<file path="config.mk">
export PLATFORM = sky130hd
export DESIGN_NAME = gcd_axi_result_reader
export DESIGN_NICKNAME = d
export VERILOG_FILES = /design/src/rtl/gcd_axi_result_reader.sv
export SDC_FILE = /design/constraint.sdc
export NUM_CORES = 2
export LEC_CHECK = 0
export ABC_CLOCK_PERIOD_IN_PS = 8100
export CORE_MARGIN = 2
export CORE_UTILIZATION = 45
export CTS_BUF_LIST = sky130_fd_sc_hd__clkbuf_16
export DETAILED_ROUTE_END_ITERATION = 10
export PLACE_DENSITY = 0.63
export REMOVE_ABC_BUFFERS = 1
export SYNTH_ARGS = -nofsm -noshare
export SYNTH_HDL_FRONTEND = slang
export SYNTH_SLANG_ARGS = --single-unit
</file>
<file path="constraint.sdc">
create_clock -name CLK_DIV_8 -period 8.1 [get_ports CLK_DIV_8]
set_input_delay 0.81 -clock CLK_DIV_8 [delete_from_list [all_inputs] [get_ports CLK_DIV_8]]
set_output_delay 0.81 -clock CLK_DIV_8 [all_outputs]
set_load 0.02 [all_outputs]
</file>
<file path="src/rtl/gcd_axi_result_reader.sv">
// AXI4 read-channel master that pulls GCD result words in 4KB-safe INCR bursts and streams them out.
// Optional busy-cycle counter PERF_CYCLES is built when GCD_RD_PERF_EN is defined.

module gcd_axi_result_reader #(
  parameter logic [3:0]  AXI_ID     = 4'h0,
  parameter int unsigned MAX_BURST  = 16,
  parameter int unsigned FIFO_DEPTH = 16
) (
  input  logic        CLK_DIV_8,
  input  logic        RESETn,
  input  logic        CMD_VALID,
  output logic        CMD_READY,
  input  logic [31:0] CMD_ADDR,
  input  logic [11:0] CMD_BEATS,
  output logic [3:0]  M_AXI_ARID,
  output logic [31:0] M_AXI_ARADDR,
  output logic [7:0]  M_AXI_ARLEN,
  output logic        M_AXI_ARVALID,
  input  logic        M_AXI_ARREADY,
  input  logic [3:0]  M_AXI_RID,
  input  logic [63:0] M_AXI_RDATA,
  input  logic [1:0]  M_AXI_RRESP,
  input  logic        M_AXI_RLAST,
  input  logic        M_AXI_RVALID,
  output logic        M_AXI_RREADY,
  output logic [63:0] OUT_DATA,
  output logic        OUT_VALID,
  input  logic        OUT_READY,
  output logic        OUT_LAST,
  output logic        BUSY,
  output logic        ERR
`ifdef GCD_RD_PERF_EN
  ,
  output logic [15:0] PERF_CYCLES
`endif
);

  localparam int unsigned PTR_W  = $clog2(FIFO_DEPTH);
  localparam int unsigned CNT_W  = $clog2(FIFO_DEPTH + 1);
  localparam int unsigned LEN_W  = 9;
  localparam int unsigned CALC_W = 13;

  typedef enum logic [2:0] {S_IDLE, S_CREDIT, S_ADDR, S_DATA, S_DONE} state_t;

  state_t             state_q, state_d;
  logic [31:0]        addr_q, addr_d;
  logic [11:0]        remaining_q, remaining_d;
  logic [LEN_W-1:0]   len_q, len_d;
  logic [LEN_W-1:0]   beat_cnt_q, beat_cnt_d;
  logic [31:0]        araddr_d;
  logic [7:0]         arlen_d;
  logic               err_d, cmd_ready_d, busy_d, arvalid_d, rready_d, out_valid_d;

  logic [64:0]        fifo_q [FIFO_DEPTH];
  logic [PTR_W-1:0]   wr_ptr_q, rd_ptr_q;
  logic [CNT_W-1:0]   count_q, count_d;

  logic [CALC_W-1:0]  bnd_beats_c, len_calc_c;
  logic [LEN_W-1:0]   len_c;
  logic               credit_ok_c, push_c, pop_c, beat_last_c, last_flag_c;
  logic               unused_addr_lsb_c;

  assign unused_addr_lsb_c = ^CMD_ADDR[2:0];
  assign M_AXI_ARID        = AXI_ID;

  assign push_c      = (state_q == S_DATA) && M_AXI_RVALID && M_AXI_RREADY;
  assign pop_c       = OUT_VALID && OUT_READY;
  assign beat_last_c = (beat_cnt_q + LEN_W'(1)) == len_q;
  assign last_flag_c = beat_last_c && (remaining_q == '0);

  assign OUT_DATA = fifo_q[rd_ptr_q][63:0];
  assign OUT_LAST = OUT_VALID && fifo_q[rd_ptr_q][64];

  // Burst length: remaining beats, clipped to MAX_BURST and to the next 4KB page.
  always_comb begin
    bnd_beats_c = (CALC_W'(4096) - CALC_W'(addr_q[11:0])) >> 3;
    len_calc_c  = CALC_W'(remaining_q);
    if (len_calc_c > CALC_W'(MAX_BURST)) len_calc_c = CALC_W'(MAX_BURST);
    if (len_calc_c > bnd_beats_c)        len_calc_c = bnd_beats_c;
    len_c       = LEN_W'(len_calc_c);
    // Only one burst is ever in flight, so nothing else needs to be reserved.
    credit_ok_c = (CALC_W'(FIFO_DEPTH) - CALC_W'(count_q)) >= CALC_W'(len_c);
  end

  always_comb begin
    count_d = count_q;
    if (push_c && !pop_c)      count_d = count_q + CNT_W'(1);
    else if (!push_c && pop_c) count_d = count_q - CNT_W'(1);
  end

  always_ff @(posedge CLK_DIV_8 or negedge RESETn) begin
    if (!RESETn) state_q <= S_IDLE;
    else         state_q <= state_d;
  end

  always_comb begin
    state_d = state_q;
    case (state_q)
      S_IDLE:   if (CMD_VALID && (CMD_BEATS != '0)) state_d = S_CREDIT;
      S_CREDIT: if (credit_ok_c) state_d = S_ADDR;
      S_ADDR:   if (M_AXI_ARREADY) state_d = S_DATA;
      S_DATA:   if (push_c && beat_last_c) state_d = (remaining_q != '0) ? S_CREDIT : S_DONE;
      S_DONE:   if (count_d == '0) state_d = S_IDLE;
      default:  state_d = S_IDLE;
    endcase
  end

  // Next values for datapath registers and registered outputs.
  always_comb begin
    addr_d      = addr_q;
    remaining_d = remaining_q;
    len_d       = len_q;
    beat_cnt_d  = beat_cnt_q;
    araddr_d    = M_AXI_ARADDR;
    arlen_d     = M_AXI_ARLEN;
    err_d       = ERR;
    case (state_q)
      S_IDLE: if (CMD_VALID) begin
        addr_d      = {CMD_ADDR[31:3], 3'b000};
        remaining_d = CMD_BEATS;
        err_d       = 1'b0;
      end
      S_CREDIT: if (credit_ok_c) begin
        len_d    = len_c;
        araddr_d = addr_q;
        arlen_d  = 8'(len_c - LEN_W'(1));
      end
      S_ADDR: if (M_AXI_ARREADY) begin
        addr_d      = addr_q + 32'({len_q, 3'b000});
        remaining_d = remaining_q - 12'(len_q);
        beat_cnt_d  = '0;
      end
      S_DATA: if (push_c) begin
        beat_cnt_d = beat_cnt_q + LEN_W'(1);
        if ((M_AXI_RRESP != 2'b00) || (M_AXI_RID != AXI_ID) || (M_AXI_RLAST != beat_last_c))
          err_d = 1'b1;
      end
      default: ;
    endcase
    cmd_ready_d = (state_d == S_IDLE);
    busy_d      = (state_d != S_IDLE);
    arvalid_d   = (state_d == S_ADDR);
    rready_d    = (count_d != CNT_W'(FIFO_DEPTH));
    out_valid_d = (count_d != '0);
  end

  always_ff @(posedge CLK_DIV_8 or negedge RESETn) begin
    if (!RESETn) begin
      addr_q        <= '0;
      remaining_q   <= '0;
      len_q         <= '0;
      beat_cnt_q    <= '0;
      M_AXI_ARADDR  <= '0;
      M_AXI_ARLEN   <= '0;
      M_AXI_ARVALID <= 1'b0;
      M_AXI_RREADY  <= 1'b0;
      CMD_READY     <= 1'b1;
      BUSY          <= 1'b0;
      ERR           <= 1'b0;
      OUT_VALID     <= 1'b0;
    end else begin
      addr_q        <= addr_d;
      remaining_q   <= remaining_d;
      len_q         <= len_d;
      beat_cnt_q    <= beat_cnt_d;
      M_AXI_ARADDR  <= araddr_d;
      M_AXI_ARLEN   <= arlen_d;
      M_AXI_ARVALID <= arvalid_d;
      M_AXI_RREADY  <= rready_d;
      CMD_READY     <= cmd_ready_d;
      BUSY          <= busy_d;
      ERR           <= err_d;
      OUT_VALID     <= out_valid_d;
    end
  end

  // Read-data FIFO; each entry carries the end-of-command flag in bit 64.
  always_ff @(posedge CLK_DIV_8 or negedge RESETn) begin
    if (!RESETn) begin
      for (int unsigned i = 0; i < FIFO_DEPTH; i++) fifo_q[i] <= '0;
      wr_ptr_q <= '0;
      rd_ptr_q <= '0;
      count_q  <= '0;
    end else begin
      if (push_c) begin
        fifo_q[wr_ptr_q] <= {last_flag_c, M_AXI_RDATA};
        wr_ptr_q         <= wr_ptr_q + PTR_W'(1);
      end
      if (pop_c) rd_ptr_q <= rd_ptr_q + PTR_W'(1);
      count_q <= count_d;
    end
  end

`ifdef GCD_RD_PERF_EN
  always_ff @(posedge CLK_DIV_8 or negedge RESETn) begin
    if (!RESETn)                             PERF_CYCLES <= '0;
    else if ((state_q == S_IDLE) && CMD_VALID) PERF_CYCLES <= '0;
    else if (BUSY && (PERF_CYCLES != 16'hFFFF)) PERF_CYCLES <= PERF_CYCLES + 16'd1;
  end
`endif

endmodule
</file>
==> results.cfg <==
[pwr]
switchingPower_w = 0.00827
seqPwrFrac_pct = 38.2
power_frac_clock_pct = 22.5
internal_power_w = 0.0169
ir_worst_vdd_v = 0.000262
switching_share_pct = 32.9
comb_power_share_pct = 39.3
p_total_w = 0.0252
leakage_nw = 27.6
powerDensity_nw_per_um2 = 410

[timing]
tightest_slew_ns = 1.15
period_needed_ns = 5.77
finalMaxSlewViolations = 0
max_slew_margin_pct = 23.6
timing.final.crit_share_pct = 71.3
final.setup_skew_ns = 0.0196
fmax_mhz = 173
setup_viol = 0
rsz0062_at_grt = false
finalHoldViolations = 0

[yosys]
synth_most_common_cell = dfrtp_1
synth_edf_count = 0
synth-compound-area-share_pct = 2.82
yosysSeqAreaShare_pct = 54.0
synth-xor-area-share_pct = 0.621
synth_cell_types = 73
netlist_instances = 3570
yosys.area.top_type_share_pct = 54.0
synth_top_family_by_area = multiplexers
synth.area.top_cells = dfrtp_1 54%, mux4_2 14%, mux2_2 12%
synth_common_cells = 1157 x dfrtp_1, 570 x mux2_2, 456 x mux2_1
ys_ff_latch = 1158
synth-async-reset-ratio_pct = 100
synth.area.mux_share_pct = 35.3
synth_ff_type = dfrtp_1
yosysTopAreaCell = dfrtp_1
synth.avg_cell_area_sq_um = 15.0
synthAdderAreaFrac_pct = 1.22
ys.warnings.count = 0
netlist_area_sq_um = 53600
yosys.area_share.simple_pct = 3.28

[floorplanning]
fp.dieW_um = 349
io_pins = 236
core_sq_um = 118000
die_h_um = 349
start_util_pct = 45.4
die_area_sq_um = 122000
core.rowCount = 126

[cells_and_area]
drive_gt1_share_pct = 30.5
postLayoutCoreUtil_pct = 51.9
nets = 3861
area_delta_synth_final_pct = 14.4
layout.cells.non_filler = 5333
final_area_sq_um = 61300

[setup_path]
crit_path_end_kind = flop
cp.required_ns = 8.69
cp.arrival_ns = 6.36
r2r_slack_ns = 2.33
r2r_end = BUSY
critPathLaunch = addr_q[6]
path_class = reg -> reg
start_kind = flop
reg2reg_from = addr_q[6]
cp_max_fo = 64
reg2reg_depth = 17
setup.worst_path.end = BUSY

[clocking]
postCtsSetupBuffers = 0
cts-root-buf = clkbuf_16
cts_resized = 0
insertion_delay_ns = 0.73
clk_pin_slew_ns = 0.06
cts_hold_buffers = 0
clockBufferDepth = 3
cts.sinks = 1158
cts_buffers = 131
h-tree-depth = 4
tritoncts = done

[drt]
drc = 0
first_iter_violations = 1791
drt-pass1-iter-count = 5
vias = 30900
via_per_inst = 5.79
wirelength_um = 130000
wl_per_cell_um = 24.5
postRouteAntennaNets = 0

[placement]
post-place-cells = 5092
numPortBuffers = 225
place_congestion = 0.792
dp_hpwl_um = 72600
placed_area_sq_um = 57200

[global_route]
grt_usage_pct = 21.9
grt_max_degree = 175
grt_pass1_wl_um = 203000
grt_pass1_vias = 32100
overflow = 0
antenna_found_initial = 9

[outcome]
status = complete, no violations

[worst_hold_path]
hp-class = in -> async

[job]
cap_violations = 0
==> registers in the layout, indices dropped and copies added, names as in the netlist, 3 cells and up <==
signal and flops:
fifo_q 1040, count_q 5, remaining_q 12, wr_ptr_q 4, M_AXI_ARLEN 8, M_AXI_ARADDR 29, len_q 9, beat_cnt_q 9
addr_q 29, state_q 3, rd_ptr_q 4
==> cell usage in the layout (no fill, tap or decap), types with 13 or more instances in the layout <==
master	instances
nand4_1	13
dfrtp_1	1153
xnor2_1	27
clkinv_2	15
ha_1	49
mux4_2	325
nor3_1	22
inv_1	79
a21oi_1	65
nand2_1	180
clkinv_1	34
nor2_1	52
o21ai_0	52
mux2_2	570
o21a_1	14
and3_1	16
nand3_1	16
buf_4	45
clkbuf_16	136
o21ai_1	17
mux2_1	456
clkdlybuf4s50_1	224
==> metal layers <==
metal	share of wire (%)	global-route usage, %	vias up
met3	4.0	3.76	189
met5	0.070	0	-
li1	-	-	13500
met4	1.9	5.41	14
met1	46	31.0	16600
met2	48	35.2	559
==> worst max-delay path: stages, from the launching register on <==
cell and delay (ns):
dfrtp_1 0.46, or4_1 0.62, nor4_1 0.26, xnor2_1 0.21, inv_1 0.08, ha_1 0.29, and4_1 0.22, a221o_1 0.34
o22a_1 0.41, mux2_2 0.42, ha_1 0.32, a2111oi_0 0.32, o21ai_0 0.15, o211ai_1 0.10, a31oi_1 0.14, nand2_2 0.86
o31a_1 0.33, nand3_1 0.10
==> worst min path at each step <==
stage	end	cells after the start	startpoint	slack, ns
6_report	fifo_q[1004]	1	RESETn	0.12
2_1_floorplan	fifo_q[649]	2	fifo_q[649]	0.45
4_1_cts	fifo_q[744]	1	RESETn	0.11
3_5_place_dp	M_AXI_ARADDR[6]	2	M_AXI_ARADDR[6]	0.46
3_3_place_gp	fifo_q[844]	2	fifo_q[844]	0.46
5_1_grt	fifo_q[809]	1	RESETn	0.15
==> cell type report <==
| cell class | count | area, sq um |
|---|---|---|
| Antenna cell | 2 | 5.00 |
| Clock buffer | 136 | 3400 |
| Clock inverter | 103 | 694 |
| Fill cell | 9837 | 56700 |
| Inverter | 44 | 165 |
| Multi-Input combinational cell | 2077 | 23400 |
| Sequential cell | 1158 | 29000 |
| Tap cell | 1536 | 1920 |
| Timing Repair Buffer | 277 | 2740 |
==> power by group through the flow <==
stage / Clock, W / Combinational (W) / Sequential, W
2_1_floorplan: 0 / 0.00712 / 0.00978
3_3_place_gp: 0 / 0.00988 / 0.00962
3_5_place_dp: 0 / 0.0100 / 0.00971
4_1_cts: 0.00584 / 0.0101 / 0.00962
5_1_grt: 0.00609 / 0.0107 / 0.00993
6_report: 0.00567 / 0.00989 / 0.00961
==> logic make-up after synthesis <==
family | after synthesis
simple gates | 376
mux | 1358
buf+inv | 346
other cells | 1
fa+ha+maj | 51
compound gates | 242
flops | 1158
xor+xnor | 38
==> per-stage QoR <==
step           worst slack (ns)  setup TNS (ns)  hold WS (ns)
2_1_floorplan             -3.96         -258.07         0.446
3_3_place_gp               2.36               0         0.458
3_5_place_dp               2.28               0         0.464
4_1_cts                    2.27               0         0.105
5_1_grt                    1.70               0         0.154
6_report                   2.33               0         0.120
(Power assumes the default switching activity.)
